<file path="src/rtl/mc_ctrl_if.sv">
// Control bundle between the multi-cycle MIPS controller and its datapath.
// The master side is the controller; the slave side is the datapath/IR.
interface mc_ctrl_if #(
    parameter int CNT_W = 32
);
    logic [5:0]       opcode;
    logic [5:0]       funct;
    logic             zero;
    logic             ir_we;
    logic             pc_we;
    logic             reg_we;
    logic             mem_we;
    logic [1:0]       regdst_sel;
    logic             alusrc_sel;
    logic [1:0]       wdsel;
    logic [1:0]       npc_sel;
    logic [2:0]       alu_op;
    logic [1:0]       ext_op;
    logic [2:0]       state;
    logic             instr_done;
    logic [CNT_W-1:0] instr_cnt;

    modport master (
        input  opcode, funct, zero,
        output ir_we, pc_we, reg_we, mem_we, regdst_sel, alusrc_sel, wdsel,
               npc_sel, alu_op, ext_op, state, instr_done, instr_cnt
    );

    modport slave (
        output opcode, funct, zero,
        input  ir_we, pc_we, reg_we, mem_we, regdst_sel, alusrc_sel, wdsel,
               npc_sel, alu_op, ext_op, state, instr_done, instr_cnt
    );
endinterface

</file>
<file path="src/rtl/mc_ctrl.sv">
// Multi-cycle MIPS control FSM: FETCH/DECODE/EXE/MEM/WB sequencing, datapath
// selects, write enables and a retired-instruction counter.
module mc_ctrl #(
    parameter int CNT_W = 32
) (
    input  logic      clk,
    input  logic      reset,
    mc_ctrl_if.master bus
);
    typedef enum logic [2:0] {
        S_FETCH  = 3'd0,
        S_DECODE = 3'd1,
        S_EXE    = 3'd2,
        S_MEM    = 3'd3,
        S_WB     = 3'd4
    } state_t;

    state_t           r_state, w_next;
    logic [CNT_W-1:0] r_cnt;

    logic w_rtype, w_addu, w_subu, w_jr, w_ori, w_lui, w_lw, w_sw, w_beq, w_j, w_jal, w_nop;
    logic w_ir_we, w_pc_we, w_reg_we, w_mem_we, w_done, w_alu_st;

    always_comb begin
        w_rtype = (bus.opcode == 6'h00);
        w_addu  = w_rtype && (bus.funct == 6'h21);
        w_subu  = w_rtype && (bus.funct == 6'h23);
        w_jr    = w_rtype && (bus.funct == 6'h08);
        w_ori   = (bus.opcode == 6'h0D);
        w_lui   = (bus.opcode == 6'h0F);
        w_lw    = (bus.opcode == 6'h23);
        w_sw    = (bus.opcode == 6'h2B);
        w_beq   = (bus.opcode == 6'h04);
        w_j     = (bus.opcode == 6'h02);
        w_jal   = (bus.opcode == 6'h03);
        w_nop   = !(w_addu || w_subu || w_jr || w_ori || w_lui || w_lw ||
                    w_sw || w_beq || w_j || w_jal);
    end

    always_comb begin
        w_next         = S_FETCH;
        w_ir_we        = 1'b0;
        w_pc_we        = 1'b0;
        w_reg_we       = 1'b0;
        w_mem_we       = 1'b0;
        w_done         = 1'b0;
        bus.regdst_sel = 2'd0;
        bus.wdsel      = 2'd0;
        bus.npc_sel    = 2'd0;
        case (r_state)
            S_FETCH: begin
                w_ir_we = 1'b1;
                w_next  = S_DECODE;
            end
            S_DECODE: begin
                if (w_j || w_jr || w_nop) begin
                    w_pc_we     = 1'b1;
                    w_done      = 1'b1;
                    bus.npc_sel = w_j ? 2'd2 : (w_jr ? 2'd3 : 2'd0);
                end else if (w_jal) begin
                    w_next = S_WB;
                end else begin
                    w_next = S_EXE;
                end
            end
            S_EXE: begin
                if (w_lw || w_sw) begin
                    w_next = S_MEM;
                end else if (w_beq) begin
                    // zero only matters here; the branch resolves in this cycle
                    w_pc_we     = 1'b1;
                    w_done      = 1'b1;
                    bus.npc_sel = bus.zero ? 2'd1 : 2'd0;
                end else begin
                    w_next = S_WB;
                end
            end
            S_MEM: begin
                if (w_sw) begin
                    w_mem_we = 1'b1;
                    w_pc_we  = 1'b1;
                    w_done   = 1'b1;
                end else begin
                    w_next = S_WB;
                end
            end
            S_WB: begin
                w_reg_we       = 1'b1;
                w_pc_we        = 1'b1;
                w_done         = 1'b1;
                bus.npc_sel    = w_jal ? 2'd2 : 2'd0;
                bus.regdst_sel = w_rtype ? 2'd1 : (w_jal ? 2'd2 : 2'd0);
                bus.wdsel      = w_lw ? 2'd1 : (w_jal ? 2'd2 : 2'd0);
            end
            default: w_next = S_FETCH;
        endcase
    end

    // ALU/extender selects are decoded from the held IR in EXE and kept through MEM/WB
    always_comb begin
        w_alu_st       = (r_state == S_EXE) || (r_state == S_MEM) || (r_state == S_WB);
        bus.alu_op     = 3'd0;
        bus.ext_op     = 2'd0;
        bus.alusrc_sel = 1'b0;
        if (w_alu_st) begin
            if (w_subu || w_beq)     bus.alu_op = 3'd1;
            else if (w_ori || w_lui) bus.alu_op = 3'd2;
            if (w_lui)                      bus.ext_op = 2'd2;
            else if (w_lw || w_sw || w_beq) bus.ext_op = 2'd1;
            bus.alusrc_sel = w_ori || w_lui || w_lw || w_sw;
        end
    end

    assign bus.ir_we      = w_ir_we  & ~reset;
    assign bus.pc_we      = w_pc_we  & ~reset;
    assign bus.reg_we     = w_reg_we & ~reset;
    assign bus.mem_we     = w_mem_we & ~reset;
    assign bus.instr_done = w_done   & ~reset;
    assign bus.state      = r_state;
    assign bus.instr_cnt  = r_cnt;

    always_ff @(posedge clk) begin
        if (reset) begin
            r_state <= S_FETCH;
            r_cnt   <= '0;
        end else begin
            r_state <= w_next;
            if (w_done) r_cnt <= r_cnt + CNT_W'(1);
        end
    end
endmodule

</file>
<file path="src/flat_wrapper.sv">
// flat-port wrapper written by rule: the top's interface ports become plain ports
module mc_ctrl_flat 
#(
    parameter int CNT_W = 32
)
  (clk, reset, bus_opcode, bus_funct, bus_zero, bus_ir_we, bus_pc_we, bus_reg_we, bus_mem_we, bus_regdst_sel, bus_alusrc_sel, bus_wdsel, bus_npc_sel, bus_alu_op, bus_ext_op, bus_state, bus_instr_done, bus_instr_cnt);
  mc_ctrl_if #(.CNT_W(CNT_W)) bus_i ();
  input  logic clk;
  input  logic reset;
  input wire logic [$bits(bus_i.opcode)-1:0] bus_opcode;
  input wire logic [$bits(bus_i.funct)-1:0] bus_funct;
  input wire logic [$bits(bus_i.zero)-1:0] bus_zero;
  output wire logic [$bits(bus_i.ir_we)-1:0] bus_ir_we;
  output wire logic [$bits(bus_i.pc_we)-1:0] bus_pc_we;
  output wire logic [$bits(bus_i.reg_we)-1:0] bus_reg_we;
  output wire logic [$bits(bus_i.mem_we)-1:0] bus_mem_we;
  output wire logic [$bits(bus_i.regdst_sel)-1:0] bus_regdst_sel;
  output wire logic [$bits(bus_i.alusrc_sel)-1:0] bus_alusrc_sel;
  output wire logic [$bits(bus_i.wdsel)-1:0] bus_wdsel;
  output wire logic [$bits(bus_i.npc_sel)-1:0] bus_npc_sel;
  output wire logic [$bits(bus_i.alu_op)-1:0] bus_alu_op;
  output wire logic [$bits(bus_i.ext_op)-1:0] bus_ext_op;
  output wire logic [$bits(bus_i.state)-1:0] bus_state;
  output wire logic [$bits(bus_i.instr_done)-1:0] bus_instr_done;
  output wire logic [$bits(bus_i.instr_cnt)-1:0] bus_instr_cnt;
  assign bus_i.opcode = bus_opcode;
  assign bus_i.funct = bus_funct;
  assign bus_i.zero = bus_zero;
  assign bus_ir_we = bus_i.ir_we;
  assign bus_pc_we = bus_i.pc_we;
  assign bus_reg_we = bus_i.reg_we;
  assign bus_mem_we = bus_i.mem_we;
  assign bus_regdst_sel = bus_i.regdst_sel;
  assign bus_alusrc_sel = bus_i.alusrc_sel;
  assign bus_wdsel = bus_i.wdsel;
  assign bus_npc_sel = bus_i.npc_sel;
  assign bus_alu_op = bus_i.alu_op;
  assign bus_ext_op = bus_i.ext_op;
  assign bus_state = bus_i.state;
  assign bus_instr_done = bus_i.instr_done;
  assign bus_instr_cnt = bus_i.instr_cnt;
  mc_ctrl #(.CNT_W(CNT_W)) u_core (.clk(clk), .reset(reset), .bus(bus_i));
endmodule
</file>
<file path="config.mk">
export PLATFORM = sky130hd
export DESIGN_NAME = mc_ctrl_flat
export DESIGN_NICKNAME = d
export VERILOG_FILES = /design/src/rtl/mc_ctrl_if.sv /design/src/rtl/mc_ctrl.sv /design/src/flat_wrapper.sv
export SDC_FILE = /design/constraint.sdc
export NUM_CORES = 1
export LEC_CHECK = 0
export ABC_AREA = 1
export ABC_CLOCK_PERIOD_IN_PS = 2600
export BUFFER_PORTS_ARGS = -buffer_cell sky130_fd_sc_hd__buf_2
export CORE_ASPECT_RATIO = 1.5
export CORE_MARGIN = 1
export CORE_UTILIZATION = 58
export CTS_BUF_LIST = sky130_fd_sc_hd__clkbuf_16
export CTS_CLUSTER_SIZE = 40
export DETAILED_ROUTE_END_ITERATION = 7
export PLACE_DENSITY = 0.86
export SKIP_LAST_GASP = 1
export SLEW_MARGIN = 10
export SYNTH_ARGS = -nofsm -noshare
export SYNTH_HDL_FRONTEND = slang
export SYNTH_SLANG_ARGS = --single-unit
</file>
<file path="constraint.sdc">
create_clock -name clk -period 2.6 [get_ports clk]
set_clock_uncertainty 0.15 [all_clocks]
set_input_delay 0.26 -clock clk [delete_from_list [all_inputs] [get_ports clk]]
set_output_delay 0.26 -clock clk [all_outputs]
set_load 0.005 [all_outputs]
</file>
==> run metrics, run 1 <==
status finished clean; Clock Power Share between 40% and 50%; core area approximately 4200 um^2; Antenna diodes 0; Finished Core Util 71.0%; clk_lat worst skew 0.28 ns; HPWL after DPL 5450 um; die height about 84 um; CTS clk-pin slew, worst paths 0.05 ns; Max Freq 431 MHz; top-area cell type share of the netlist area between 20% and 30%; CP Launch Type flop; clock root cell clkbuf_16; Worst slew margin ~55%; placed cells 528; unrepaired setup endpoints after global routing no; Tcrit/Tclk final 89.1%; share of layout cells above drive strength 1 a little under a fifth; io pins 67; pwr dens 406 nW/um^2; Max VDD drop between 0.4 and 0.5 mV; CTS Hold Bufs 0; Pins Over Slew Limit 0; Rows 29; Syn Nets 445; setup TNS 0 ns; Final Hold Fails 0; Placed Area around 2900 um^2; WL per Instance 13.4 um; Most used DFF post-synth dfxtp_1; R2R depth 10; post-route ant nets 0; first-pass GRT wire length between 10,000 and 15,000 um; post-cts resize count 0; post-CTS setup buffers 0; vias in the first global route around 2.8k; Synth cell types 30; WP data required ~2.2 ns; DRT iter0 DRCs 165; Multi-input gate area about 1700 um^2; DR pass1 iterations 7; total track usage 31.8%; Crit. End Element output pin; CP Class flop to output pin; H-tree depth 2; combinational share of power 9.5%; Sequential cell area 701 um^2; Die Wd 56.4 um; Worst R2R End u_core.bus.instr_cnt[26]$_SDFFE_PP0P_; EDFF count, synth 0; Hold Slack 0.271 ns; largest net degree at the start of global routing 38; max-cap viol count 0; initial antenna violation count 0; Sink Count 35; Routed WL 7190 um; FF-to-FF setup slack 0.55 ns; number of CTS-inserted buffers 5; Mapped Cells 429; post-layout minimum cycle time between 2 and 2.5 ns; Mean Syn Cell Area 6.00 um^2; Yosys reg bits 35; post-route cell area 3020 um^2; Congestion Overflow GR 0; gpl congestion 0.952; Worst Path Arrival 1.91 ns; synth top area cells dfxtp_1 27%, nand2_1 21%, nor2_1 9.8%; Fillers between 300 and 400; CTS tree yes; sequential share of power 45.1%; Pleak 1.35 nW; area grow syn2layout 17.1%; via count 2,958; switching share of power 24.5%; area of the die 4720 um^2; worst slew pin tran 0.669 ns; PortBufs 65; Synth async-reset ratio 0%; Internal 923 uW; final setup fails 0; YS warnings 0; post-synthesis cell area 2570 um^2; hold path start bus_opcode[4]; clk buf depth 2; Hold/Removal Path Class primary input to flop; Hold Path End u_core.bus.state[1]$_SDFF_PP0_; Initial Util 60.7%; Max FO, Critical Path 33; Final #Nets between 500 and 600; final std cells w/o fill 536; DRC viols 0; FF-to-FF Start u_core.bus.instr_cnt[0]$_SDFFE_PP0P_; Synth area leader dfxtp_1; post-synthesis sequential area ratio 27.2%; hold depth 4; sw power 300 uW; vias per cell 5.52
[through the flow]
| step | setup slack (ns) | power [mW] |
|---|---|---|
| 6_report | 0.282 | 1.22 |
| 4_1_cts | 0.284 | 1.23 |
| 3_3_place_gp | 0.598 | 0.675 |
| 2_1_floorplan | 0.855 | 0.649 |
| 3_5_place_dp | 0.545 | 0.678 |
| 5_1_grt | 0.0692 | 1.26 |
[layer usage]
layer	GRT usage (%)	wire length (um)	share of wire, %
met5	0	0	0
met4	19.3	385	5.4
met3	3.26	353	4.9
met2	58.9	3750	52
met1	33.4	2700	38
[state kept, by name, indices dropped and copies added, names as in the netlist]
| name | flops |
|---|---|
| u_core.bus.state | 3 |
| u_core.bus.instr_cnt | 32 |
[power groups by stage]
stage | registers, mW | clock network [mW] | logic, mW
detailed placement | 0.563 | 0 | 0.115
finish | 0.551 | 0.556 | 0.116
global placement | 0.562 | 0 | 0.113
global route | 0.552 | 0.580 | 0.129
CTS | 0.551 | 0.561 | 0.116
floorplan | 0.561 | 0 | 0.0876
[cell usage after synthesis, types with 4 or more instances]
master / n
nor2_2: 7
xor2_1: 10
nand3b_1: 14
a21oi_1: 31
nand4_1: 6
inv_1: 26
buf_4: 5
xnor2_1: 5
nand2_1: 143
nand3_1: 46
dfxtp_1: 35
o21ai_0: 4
nor2_1: 67
[final cells by class]
cell class                      instances  share of cell area [%]
Clock buffer                            5                    4.15
Clock inverter                          3                   0.373
Inverter                               28                    3.49
Multi-Input combinational cell        351                    55.3
Sequential cell                        35                    23.2
Tap cell                               46                    1.91
Timing Repair Buffer                   68                    11.5
[layout by cell type, fill, tap and decap left out, drive strengths merged]
master and instances:
nand2 145, nor2 76, buf 68, nand3 50, dfxtp 35, a21oi 31
inv 29, nand3b 14, xor2 10, nand4 6, xnor2 5, clkbuf 5
o21ai 4, nor3 4, nor4 2, clkinv 2, a21boi 1, o21bai 1
ha 1, conb 1
[critical path: stages, from the launching register on]
cell     delay (ns)
dfxtp_1        0.47
nand3_2        0.14
inv_2          0.07
nand4_1        0.12
nand2_1        0.14
nor2_4         0.05
nand2_4        0.27
inv_1          0.10
nor2_1         0.12
buf_2          0.13
[kinds of logic (layout without fill, tap and decap cells)]
group                    count (synthesis)  in the layout  synth area share [%]
AO/OA/AOI/OAI                           37             37                  7.39
XOR/XNOR                                15             15                  5.10
buffers and inverters                   43            104                  8.02
other                                    1              1                 0.146
adder cells (fa/ha/maj)                  1              1                 0.486
AND/OR/NAND/NOR                        297            297                  51.7
flip-flops                              35             35                  27.2
[how the worst max path moves through the flow]
stage,startpoint,to,slack (ns)
global route,u_core.bus.state[0]$_SDFF_PP0_,bus_instr_done,0.07
floorplan,u_core.bus.instr_cnt[0]$_SDFFE_PP0P_,u_core.bus.instr_cnt[26]$_SDFFE_PP0P_,0.86
detailed placement,bus_opcode[1],bus_instr_done,0.54
CTS,u_core.bus.state[1]$_SDFF_PP0_,bus_instr_done,0.28
global placement,bus_opcode[1],bus_instr_done,0.60
finish,u_core.bus.state[1]$_SDFF_PP0_,bus_instr_done,0.28
(Power assumes the default switching activity.)
==> inputs of run 2 (changes only) <==
--- a/config.mk
+++ b/config.mk
@@ -14,9 +14,10 @@
 export CTS_BUF_LIST = sky130_fd_sc_hd__clkbuf_16
 export CTS_CLUSTER_SIZE = 40
 export DETAILED_ROUTE_END_ITERATION = 7
+export GPL_TIMING_DRIVEN = 0
 export PLACE_DENSITY = 0.86
 export SKIP_LAST_GASP = 1
-export SLEW_MARGIN = 10
+export SLEW_MARGIN = 20
 export SYNTH_ARGS = -nofsm -noshare
 export SYNTH_HDL_FRONTEND = slang
 export SYNTH_SLANG_ARGS = --single-unit
==> run metrics, run 2 (synthesized netlist as in run 1, its figures left out) <==
status finished clean (unchanged); max FFs per register 32 (unchanged); HPWL after DPL 5940 um (was 5450 um); gpl congestion 0.973 (was 0.952); post-cts resize count 0 (unchanged); number of CTS-inserted buffers 5 (unchanged); commonest non-fill, non-tap cells in the layout 143 x nand2_1, 67 x nor2_1, 67 x buf_2 (was 143 x nand2_1, 67 x nor2_1, 65 x buf_2); Max VDD drop 0.501 mV (was 0.471 mV); CP Class flop to output pin (unchanged); total track usage 33.1% (was 31.8%); die height 83.6 um (unchanged); setup TNS 0 ns (unchanged); unrepaired setup endpoints after global routing no (unchanged); DRC viols 0 (unchanged); CTS tree yes (unchanged); Pins Over Slew Limit 0 (unchanged); initial antenna violation count 0 (unchanged); Antenna diodes 0 (unchanged); delay of the slowest cell on the worst path 0.42 ns (was 0.47 ns); clk_lat worst skew 0.28 ns (about the same); Congestion Overflow GR 0 (unchanged); critical-path cell list inv_1 > nand3_2 > inv_2 > nand4_1 > nand2_1 > nor2_4 > nand2_4 > inv_1 > nor2_1 > buf_4 > buf_2 (was nand3_2 > inv_2 > nand4_1 > nand2_1 > nor2_4 > nand2_4 > inv_1 > nor2_1 > buf_2); post-CTS setup buffers 0 (unchanged); pwr dens 402 nW/um^2 (was 406 nW/um^2); DRT iter0 DRCs 193 (was 165); CP Launch Type flop (unchanged); largest net degree at the start of global routing 11 (was 38); WL per Instance 13.6 um (was 13.4 um); vias per cell 5.44 (was 5.52); DR pass1 iterations 6 (was 7); most used cell, CP inv_1; core area 4250 um^2 (unchanged); Sink Count 35 (unchanged); CTS clk-pin slew, worst paths 0.05 ns (about the same); Max FO, Critical Path 6 (was 33); commonest non-fill, non-tap cell in the layout nand2_1 (unchanged); Max Freq 436 MHz (was 431 MHz); Worst Path Arrival 1.89 ns (was 1.91 ns); total power draw 1.24 mW (was 1.22 mW); H-tree depth 2 (unchanged); clock root cell clkbuf_16 (unchanged); Fillers 365 (was 388); CP top delay family simple AND/OR/NAND/NOR gates (unchanged); post-layout minimum cycle time 2.30 ns (was 2.32 ns); Final #Nets 516 (was 505); Routed WL 7420 um (was 7190 um); WP data required 2.19 ns (about the same); PortBufs 64 (was 65); share of layout cells above drive strength 1 19.8% (was 18.6%); first-pass GRT wire length 12,500 um (was 12,100 um); Crit. End Element output pin (unchanged); max-cap viol count 0 (unchanged); Critical-path top delay cell dfxtp_1 (unchanged); Hold/Removal Path Class primary input to flop (unchanged); post-route ant nets 0 (unchanged); area grow syn2layout 20.0% (was 17.1%); Pleak 1.39 nW (was 1.35 nW); clk buf depth 2 (unchanged); vias in the first global route 2,845 (was 2,837); CTS Hold Bufs 0 (unchanged); Rows 29 (unchanged); WP buf/inv 5 (was 3); Final Hold Fails 0 (unchanged); Initial Util 60.7% (unchanged); via count 2,976 (was 2,958); Die Wd 56.4 um (unchanged); final setup fails 0 (unchanged); io pins 67 (unchanged); Tcrit/Tclk final 88.3% (was 89.1%); area of the die 4720 um^2 (unchanged)
[run 2: final timing paths]
path | start | to | slack (ns) | cells past startpoint
setup / recovery | u_core.bus.state[0]$_SDFF_PP0_ | bus_pc_we | 0.30 | 11
hold / removal | bus_opcode[4] | u_core.bus.state[0]$_SDFF_PP0_ | 0.24 | 4
setup reg to reg | u_core.bus.instr_cnt[0]$_SDFFE_PP0P_ | u_core.bus.instr_cnt[26]$_SDFFE_PP0P_ | 0.49 | 10
hold reg to reg | u_core.bus.instr_cnt[29]$_SDFFE_PP0P_ | u_core.bus.instr_cnt[29]$_SDFFE_PP0P_ | 0.36 | 2
[run 2: cell type report]
cell class | instances | area (um^2) | area share [%]
Tap cell | 46 | 57.6 | 1.86
Sequential cell | 35 | 701 | 22.7
Multi-Input combinational cell | 351 | 1670 | 54.0
Clock inverter | 3 | 12.5 | 0.405
Buffer | 15 | 101 | 3.28
Inverter | 28 | 105 | 3.40
Clock buffer | 5 | 125 | 4.05
Timing Repair Buffer | 64 | 320 | 10.4
[run 2: stage by stage]
step                utilization [%]  cell area, um^2  worst slack (ns)  hold slack, ns  instances
finish                         72.8             3090             0.304           0.244        547
global route                   72.8             3090             0.178           0.257        547
CTS                            72.8             3090             0.308           0.242        547
detailed placement             69.6             2950             0.519           0.357        539
global placement               69.6             2950             0.545           0.349        539
floorplan                         -             2570             0.855           0.339        429
[run 2: worst min-delay path: cells and delay by family]
kind | cells | cell delay, ns
AND/OR/NAND/NOR | 2 | 0.18
AO/OA/AOI/OAI | 1 | 0.07
buffers and inverters | 1 | 0.12
[run 2: power by group]
| part | switching (mW) | total (mW) | internal, mW | leakage [nW] |
|---|---|---|---|---|
| Sequential | 0.00959 | 0.552 | 0.542 | 0.283 |
| Clock | 0.211 | 0.557 | 0.346 | 0.0762 |
| Combinational | 0.0848 | 0.135 | 0.0499 | 1.04 |
| Total | 0.306 | 1.24 | 0.938 | 1.39 |
[run 2: metal layers]
metal | vias up | GRT usage [%] | share of wire (%)
met5 | - | 0 | 0
met4 | 0 | 20.4 | 4.8
met3 | 24 | 3.88 | 4.1
met2 | 97 | 62.1 | 53
met1 | 1336 | 33.6 | 38
li1 | 1519 | - | -
